==> config.mk <==
export PLATFORM = sky130hd
export DESIGN_NAME = control_sequencer
export DESIGN_NICKNAME = d
export VERILOG_FILES = /design/src/rtl/control_sequencer.sv
export SDC_FILE = /design/constraint.sdc
export NUM_CORES = 1
export LEC_CHECK = 0
export CORE_MARGIN = 2
export CORE_UTILIZATION = 28
export DETAILED_ROUTE_END_ITERATION = 8
export GPL_ROUTABILITY_DRIVEN = 0
export HOLD_SLACK_MARGIN = 0.02
export PLACE_DENSITY = 0.78
export SYNTH_ARGS = -nofsm -noshare
export SYNTH_HDL_FRONTEND = slang
export SYNTH_SLANG_ARGS = --single-unit
==> constraint.sdc <==
create_clock -name Clock -period 3 [get_ports Clock]
set_input_delay 0.9 -clock Clock [delete_from_list [all_inputs] [get_ports Clock]]
set_output_delay 0.9 -clock Clock [all_outputs]
set_load 0.1 [all_outputs]
==> src/rtl/control_sequencer.sv <==
// control_sequencer: hardwired fetch/execute control unit for the phase-2 CPU.
// The state register walks RST -> T0..T6 -> T0 or HALT. Every strobe is a Moore
// decode of the state plus the opcode in IR[31:27].
module control_sequencer #(
  parameter int OPW = 5
) (
  input  logic           Clock,
  input  logic           Reset,
  input  logic [31:0]    IR,
  input  logic           Stop,
  output logic           PCout,
  output logic           Zhighout,
  output logic           Zlowout,
  output logic           MDRout,
  output logic           MARin,
  output logic           Zin,
  output logic           PCin,
  output logic           MDRin,
  output logic           IRin,
  output logic           Yin,
  output logic           HIin,
  output logic           LOin,
  output logic           IncPC,
  output logic           Read,
  output logic           Gra,
  output logic           Grb,
  output logic           Grc,
  output logic           Rin,
  output logic           Rout,
  output logic [OPW-1:0] alu_op,
  output logic           Run
);

  typedef enum logic [3:0] {
    RST  = 4'd0,
    T0   = 4'd1,
    T1   = 4'd2,
    T2   = 4'd3,
    T3   = 4'd4,
    T4   = 4'd5,
    T5   = 4'd6,
    T6   = 4'd7,
    HALT = 4'd8
  } state_t;

  localparam logic [OPW-1:0] OP_ADD  = OPW'(5'b00011);
  localparam logic [OPW-1:0] OP_SUB  = OPW'(5'b00100);
  localparam logic [OPW-1:0] OP_AND  = OPW'(5'b01001);
  localparam logic [OPW-1:0] OP_OR   = OPW'(5'b01010);
  localparam logic [OPW-1:0] OP_MUL  = OPW'(5'b01111);
  localparam logic [OPW-1:0] OP_DIV  = OPW'(5'b10000);
  localparam logic [OPW-1:0] OP_HALT = OPW'(5'b11011);

  state_t           state_reg;
  state_t           state_next;
  state_t           fetch_next;
  logic [OPW-1:0]   opcode;
  logic             is_alu;
  logic             is_muldiv;
  logic             is_halt;

  // Register-field bits are consumed by the datapath's select logic, not here.
  logic unused_ir_fields;
  assign unused_ir_fields = ^IR[31-OPW:0];

  assign opcode    = IR[31 -: OPW];
  assign is_alu    = (opcode == OP_ADD) || (opcode == OP_SUB) ||
                     (opcode == OP_AND) || (opcode == OP_OR);
  assign is_muldiv = (opcode == OP_MUL) || (opcode == OP_DIV);
  assign is_halt   = (opcode == OP_HALT);

  // Stop only takes effect on a transition that would otherwise begin a new fetch.
  assign fetch_next = Stop ? HALT : T0;

  // State register; Reset forces RST from any state, including HALT.
  always_ff @(posedge Clock) begin
    if (Reset) begin
      state_reg <= RST;
    end else begin
      state_reg <= state_next;
    end
  end

  // Next-state and Moore strobe decode; every output defaults to 0.
  always_comb begin
    state_next = state_reg;
    PCout      = 1'b0;
    Zhighout   = 1'b0;
    Zlowout    = 1'b0;
    MDRout     = 1'b0;
    MARin      = 1'b0;
    Zin        = 1'b0;
    PCin       = 1'b0;
    MDRin      = 1'b0;
    IRin       = 1'b0;
    Yin        = 1'b0;
    HIin       = 1'b0;
    LOin       = 1'b0;
    IncPC      = 1'b0;
    Read       = 1'b0;
    Gra        = 1'b0;
    Grb        = 1'b0;
    Grc        = 1'b0;
    Rin        = 1'b0;
    Rout       = 1'b0;
    alu_op     = '0;
    Run        = 1'b0;
    unique case (state_reg)
      RST: begin
        state_next = fetch_next;
      end
      T0: begin
        Run        = 1'b1;
        PCout      = 1'b1;
        MARin      = 1'b1;
        IncPC      = 1'b1;
        Zin        = 1'b1;
        state_next = T1;
      end
      T1: begin
        Run        = 1'b1;
        Zlowout    = 1'b1;
        PCin       = 1'b1;
        Read       = 1'b1;
        MDRin      = 1'b1;
        state_next = T2;
      end
      T2: begin
        Run        = 1'b1;
        MDRout     = 1'b1;
        IRin       = 1'b1;
        state_next = T3;
      end
      T3: begin
        Run  = 1'b1;
        Grb  = 1'b1;
        Rout = 1'b1;
        Yin  = 1'b1;
        if (is_halt) begin
          state_next = HALT;
        end else if (is_alu || is_muldiv) begin
          state_next = T4;
        end else begin
          state_next = fetch_next;
        end
      end
      T4: begin
        Run        = 1'b1;
        Grc        = 1'b1;
        Rout       = 1'b1;
        Zin        = 1'b1;
        alu_op     = opcode;
        state_next = T5;
      end
      T5: begin
        Run = 1'b1;
        if (is_muldiv) begin
          Zlowout    = 1'b1;
          LOin       = 1'b1;
          state_next = T6;
        end else if (is_alu) begin
          Zlowout    = 1'b1;
          Gra        = 1'b1;
          Rin        = 1'b1;
          state_next = fetch_next;
        end else begin
          state_next = fetch_next;
        end
      end
      T6: begin
        Run        = 1'b1;
        Zhighout   = 1'b1;
        HIin       = 1'b1;
        state_next = fetch_next;
      end
      HALT: begin
        state_next = HALT;
      end
      default: begin
        state_next = RST;
      end
    endcase
  end

endmodule

### Word-level counts from Yosys, hierarchy flattened

Index checks and enable logic that the tools add are counted.

| word-level totals | value |
|---|---|
| register bits | 4 |
| input bits | 35 |
| output and inout port bits | 25 |
| word-level logic and storage cells | 48 |

| operators by class | value |
|---|---|
| equality and inequality tests | 15 |
| muxes and demuxes | 22 |
| reductions and logical operators | 10 |

Operators by type and width:

| kind | number |
|---|---|
| one-hot mux 4 bit (8 select lines) | 1 |
| == test 4 x 3 -> 1 bit, second input constant | 4 |
| 2-to-1 mux 4 bit | 4 |
| == test 5 x 4 -> 1 bit, second input constant | 3 |
| 2-to-1 mux 1 bit | 15 |
| == test 5 bit, second input constant | 2 |
| == test 4 x 2 -> 1 bit, second input constant | 2 |
| OR reduction 7 bit | 1 |
| OR reduction 2 bit | 3 |
| == test 5 x 2 -> 1 bit, second input constant | 1 |
| == test 5 x 3 -> 1 bit, second input constant | 1 |
| logical OR 1 bit | 5 |
| 2-to-1 mux 5 bit | 1 |
| == test 4 x 1 -> 1 bit, second input constant | 1 |
| == test 4 bit, second input constant | 1 |
| zero test 4 bit | 1 |
| one-hot mux 1 bit (2 select lines) | 1 |

### Logic depth before layout (Yosys ltp)

| logic depth | value |
|---|---|
| word-level depth | 8 |
| gate-level depth with buffers | 6 |
| gate-level depth less buffers | 5 |

### Worst setup path after synthesis

Ideal clock, no wire load.

| timing path | value |
|---|---|
| path type | input to output |
| from | in IR[28] |
| to | out Zlowout |
| arrival | 5441 ps |
| data required time | 2100 ps |
| slack | -3341 ps |
| stages | 6 |
| buffers on the path | 1 |
| path through | buf_6 -> or3_4 -> nand2_1 -> o21ai_0 -> nor4_1 -> or3_1 |

| between the ends | value |
|---|---|
| longest elaborated chain between the ends | 7 |
| elaborated cells on any way between the ends | 13 |
| those cells by class | 6 x eq/ne; 3 x mux; 4 x reduce/logical |

RTL lines:

| item | RTL line | text |
|---|---|---|
| start, declared | 9 | `input logic [31:0] IR,` |
| == test 5 x 2 -> 1 bit or == test 5 x 3 -> 1 bit (tied branches) | 67 | `assign is_alu = (opcode == OP_ADD) \|\| (opcode == OP_SUB) \|\|` |
| logical OR 1 bit (2 in series) | 67 |  |
| logical OR 1 bit | 68 | `(opcode == OP_AND) \|\| (opcode == OP_OR);` |
| 2-to-1 mux 1 bit | 161 | `end else if (is_alu) begin` |
| 2-to-1 mux 1 bit (*) | 157 | `if (is_muldiv) begin` |
| one-hot mux 1 bit (2 select lines) (*) | 108 | `unique case (state_reg)` |
| end, declared | 13 | `output logic Zlowout,` |

Every way passes the cells marked *; elsewhere a longest branch is shown, timed or not.

### Worst setup path in the final report

Same ends and word-level chain as after synthesis.

==> metrics.cfg <==
[status]
outcome=finished, violations left
violations=setup timing

[setup_path]
endpoint_kind=output pin
cp_num_buf_inv=2
required_ns=2.10
crit_top_cell=or3_4
timing.rr.end=state_reg[3]$_SDFF_PP0_
crit_path_cell_trace=buf_8, or3_4, o22a_1, nor3_4, or3_4, buf_12
cp_slowest_cell=or3_4
critical_path_class=in2out
cp_top_family=simple AND/OR/NAND/NOR gates
crit_fanout=5
regToRegStartpoint=state_reg[3]$_SDFF_PP0_
reg2regPathDepth=5
cp-startpoint=IR[28]
reg2reg_slack_ns=1.41
crit_path_end=Zlowout
cp.depth=6
critical-path-max-stage-delay_ns=0.40
start_kind=input pin
cp.arrival_ns=2.13

[cells_and_area]
utilization_pct=67.54
fill_cells=159
largest_register_ffs=4
synthToLayoutAreaGrowth_pct=126.8
num-nets-final=160
num_antenna_cells=0
drive_gt1_share_pct=59.35

[routing]
wl_mm=1.850
first_pass_iters=4
drtIter0Drc=14
vias_per_cell=5.120
drc=0
detail-route-antenna-nets=0
num_vias=768
wl_per_cell_um=12.33

[yosys]
synth_area_um2=584.3
synth_nets=119
ys_types=39
yosys-top-cells-area=dfxtp_1, buf_4, nor3_1
syn_inst=84
async_reset_ff_share_pct=0
ys_warn_count=0
yosys_register_bits=4
synth-edff-count=0
synth_ff_type=dfxtp_1
seq_area_frac_synth_pct=13.70
syn_avg_cell_area_um2=6.956
synth_top_area_share_pct=13.70
yosysTopAreaCell=dfxtp_1

[place]
numPortBuffers=32
hpwl_mm=1.540

[power_and_ir_drop]
power_density_nw_per_um2=346.2
p_leak_nw=0.5251
ir_drop_uv=244.3
p_total_uw=458.7

[timing]
worst_slack_ns=-0.03183
fmax_mhz=329.8
worst_pin_slew_ns=0.3829
slew_headroom_pct=74.39
finalClockSkew_ns=0.0007157
post-route-min-period_ns=3.032
finalHoldViolCount=0
fin_crit_sh_pct=101.1
setup_viol=4
rsz0062_at_grt=yes
slew_violations=0
holdWs_ns=0.6718

[floorplanning]
start_util_pct=29.78
die_h_um=49.68
ios=60
rows=16
die_w_um=49.68
coreArea_um2=1962
dieArea_um2=2468

[hold_path]
holdPathStages=2
hold_class=reg2reg

[clocking]
numCtsBuffers=3
cts_root_buffer=clkbuf_4
tritoncts=done
path_clk_slew_ns=0.04
cts_max_level=1
clock-sinks=4
clkLatencyLatePin_ns=0.24
cts_max_path_buffers=2

[grt]
grt_max_degree=13
grt_pass1_wl_mm=3.284
antenna_found_initial=0
grt_pass1_vias=768
grt-ovfl-total=0
grt_usage_pct=16.99

[run]
drv_cap=0

[power breakdown]
| group | internal [mW] | switching [mW] |
|---|---|---|
| Clock | 0.0450 | 0.0260 |
| Sequential | 0.0598 | 0.00766 |
| Combinational | 0.106 | 0.215 |
| Total | 0.211 | 0.248 |
[worst min path at each step]
stage                                  startpoint                 endpoint  slack [ns]
after floorplan           state_reg[2]$_SDFF_PP0_  state_reg[3]$_SDFF_PP0_        0.56
after global placement    state_reg[3]$_SDFF_PP0_  state_reg[3]$_SDFF_PP0_        0.65
after detailed placement  state_reg[3]$_SDFF_PP0_  state_reg[3]$_SDFF_PP0_        0.66
after CTS                 state_reg[3]$_SDFF_PP0_  state_reg[3]$_SDFF_PP0_        0.67
after global routing      state_reg[3]$_SDFF_PP0_  state_reg[3]$_SDFF_PP0_        0.70
final                     state_reg[3]$_SDFF_PP0_  state_reg[3]$_SDFF_PP0_        0.67
[cells in the mapped netlist, types with 2 or more instances]
| cell | count |
|---|---|
| nand2_1 | 5 |
| buf_4 | 10 |
| and2_1 | 3 |
| o211ai_1 | 2 |
| dfxtp_1 | 4 |
| nor3_1 | 7 |
| or3_1 | 2 |
| clkbuf_1 | 4 |
| a21oi_1 | 3 |
| o21ai_0 | 4 |
| nor4_1 | 3 |
| nor2_1 | 5 |
| inv_1 | 2 |
| o31ai_1 | 2 |
| xnor2_1 | 2 |
| nand2b_1 | 3 |
[cells by family after synthesis]
| group | synth area share [%] |
|---|---|
| xor+xnor | 2.998 |
| simple gates | 35.34 |
| compound gates | 26.77 |
| flops | 13.71 |
| mux | 1.713 |
| buf+inv | 19.48 |
[metrics by stage]
step	setup WS, ns	area, um2	TNS, ns	cells
2_1_floorplan	-1.184	734.5	-3.672	84
3_3_place_gp	-0.5040	1287	-1.885	145
3_5_place_dp	-0.5516	1287	-2.058	145
4_1_cts	-0.03374	1318	-0.1028	149
5_1_grt	-0.08241	1325	-0.2837	150
6_report	-0.03183	1325	-0.09743	150
[tightest hold or removal path: cells and delay by family (launching register included)]
family / cells / cell delay, ns
AO/OA/AOI/OAI: 1 / 0.11
buffers and inverters: 1 / 0.19
flip-flops: 1 / 0.32
[layout by cell type (no fill, tap or decap), drive strengths merged, types with 3 or more instances in the layout]
cell,Yosys,routed
nand2b,3,3
o21ai,4,4
nor3,7,7
or3,4,4
and2,4,4
nor2,5,5
clkbuf,4,3
nor4,3,3
buf,12,48
a21oi,3,3
dfxtp,4,4
nand2,5,5
[what timing repair did]
item | 4_1_cts | 5_1_grt
hold buffers | 0 | 0
resized for setup | 21 | 0
endpoints found under the setup margin | 4 | 4
hold endpoints to repair | 0 | 0
pin swaps | 5 | 1
setup buffers | 1 | 1
[per-layer routing]
| metal | GRT usage [%] | vias to the layer above | part of all wire (%) | wire [um] |
|---|---|---|---|---|
| met5 | 0 | - | 0 | 0 |
| met2 | 30.22 | 25 | 54 | 1002 |
| met3 | 4.242 | 2 | 5.3 | 98 |
| met4 | 9.722 | 0 | 1.3 | 24 |
| met1 | 18.00 | 366 | 39 | 725 |
| li1 | - | 375 | - | - |
[cell type report]
cell class	count	area [um2]	share of cell area, %
Clock buffer	3	22.52	1.700
Inverter	2	7.507	0.5666
Multi-Input combinational cell	62	514.2	38.81
Sequential cell	4	80.08	6.043
Tap cell	27	33.78	2.550
Timing Repair Buffer	52	666.9	50.33
No activity file was read; power rests on OpenSTA's default activity.
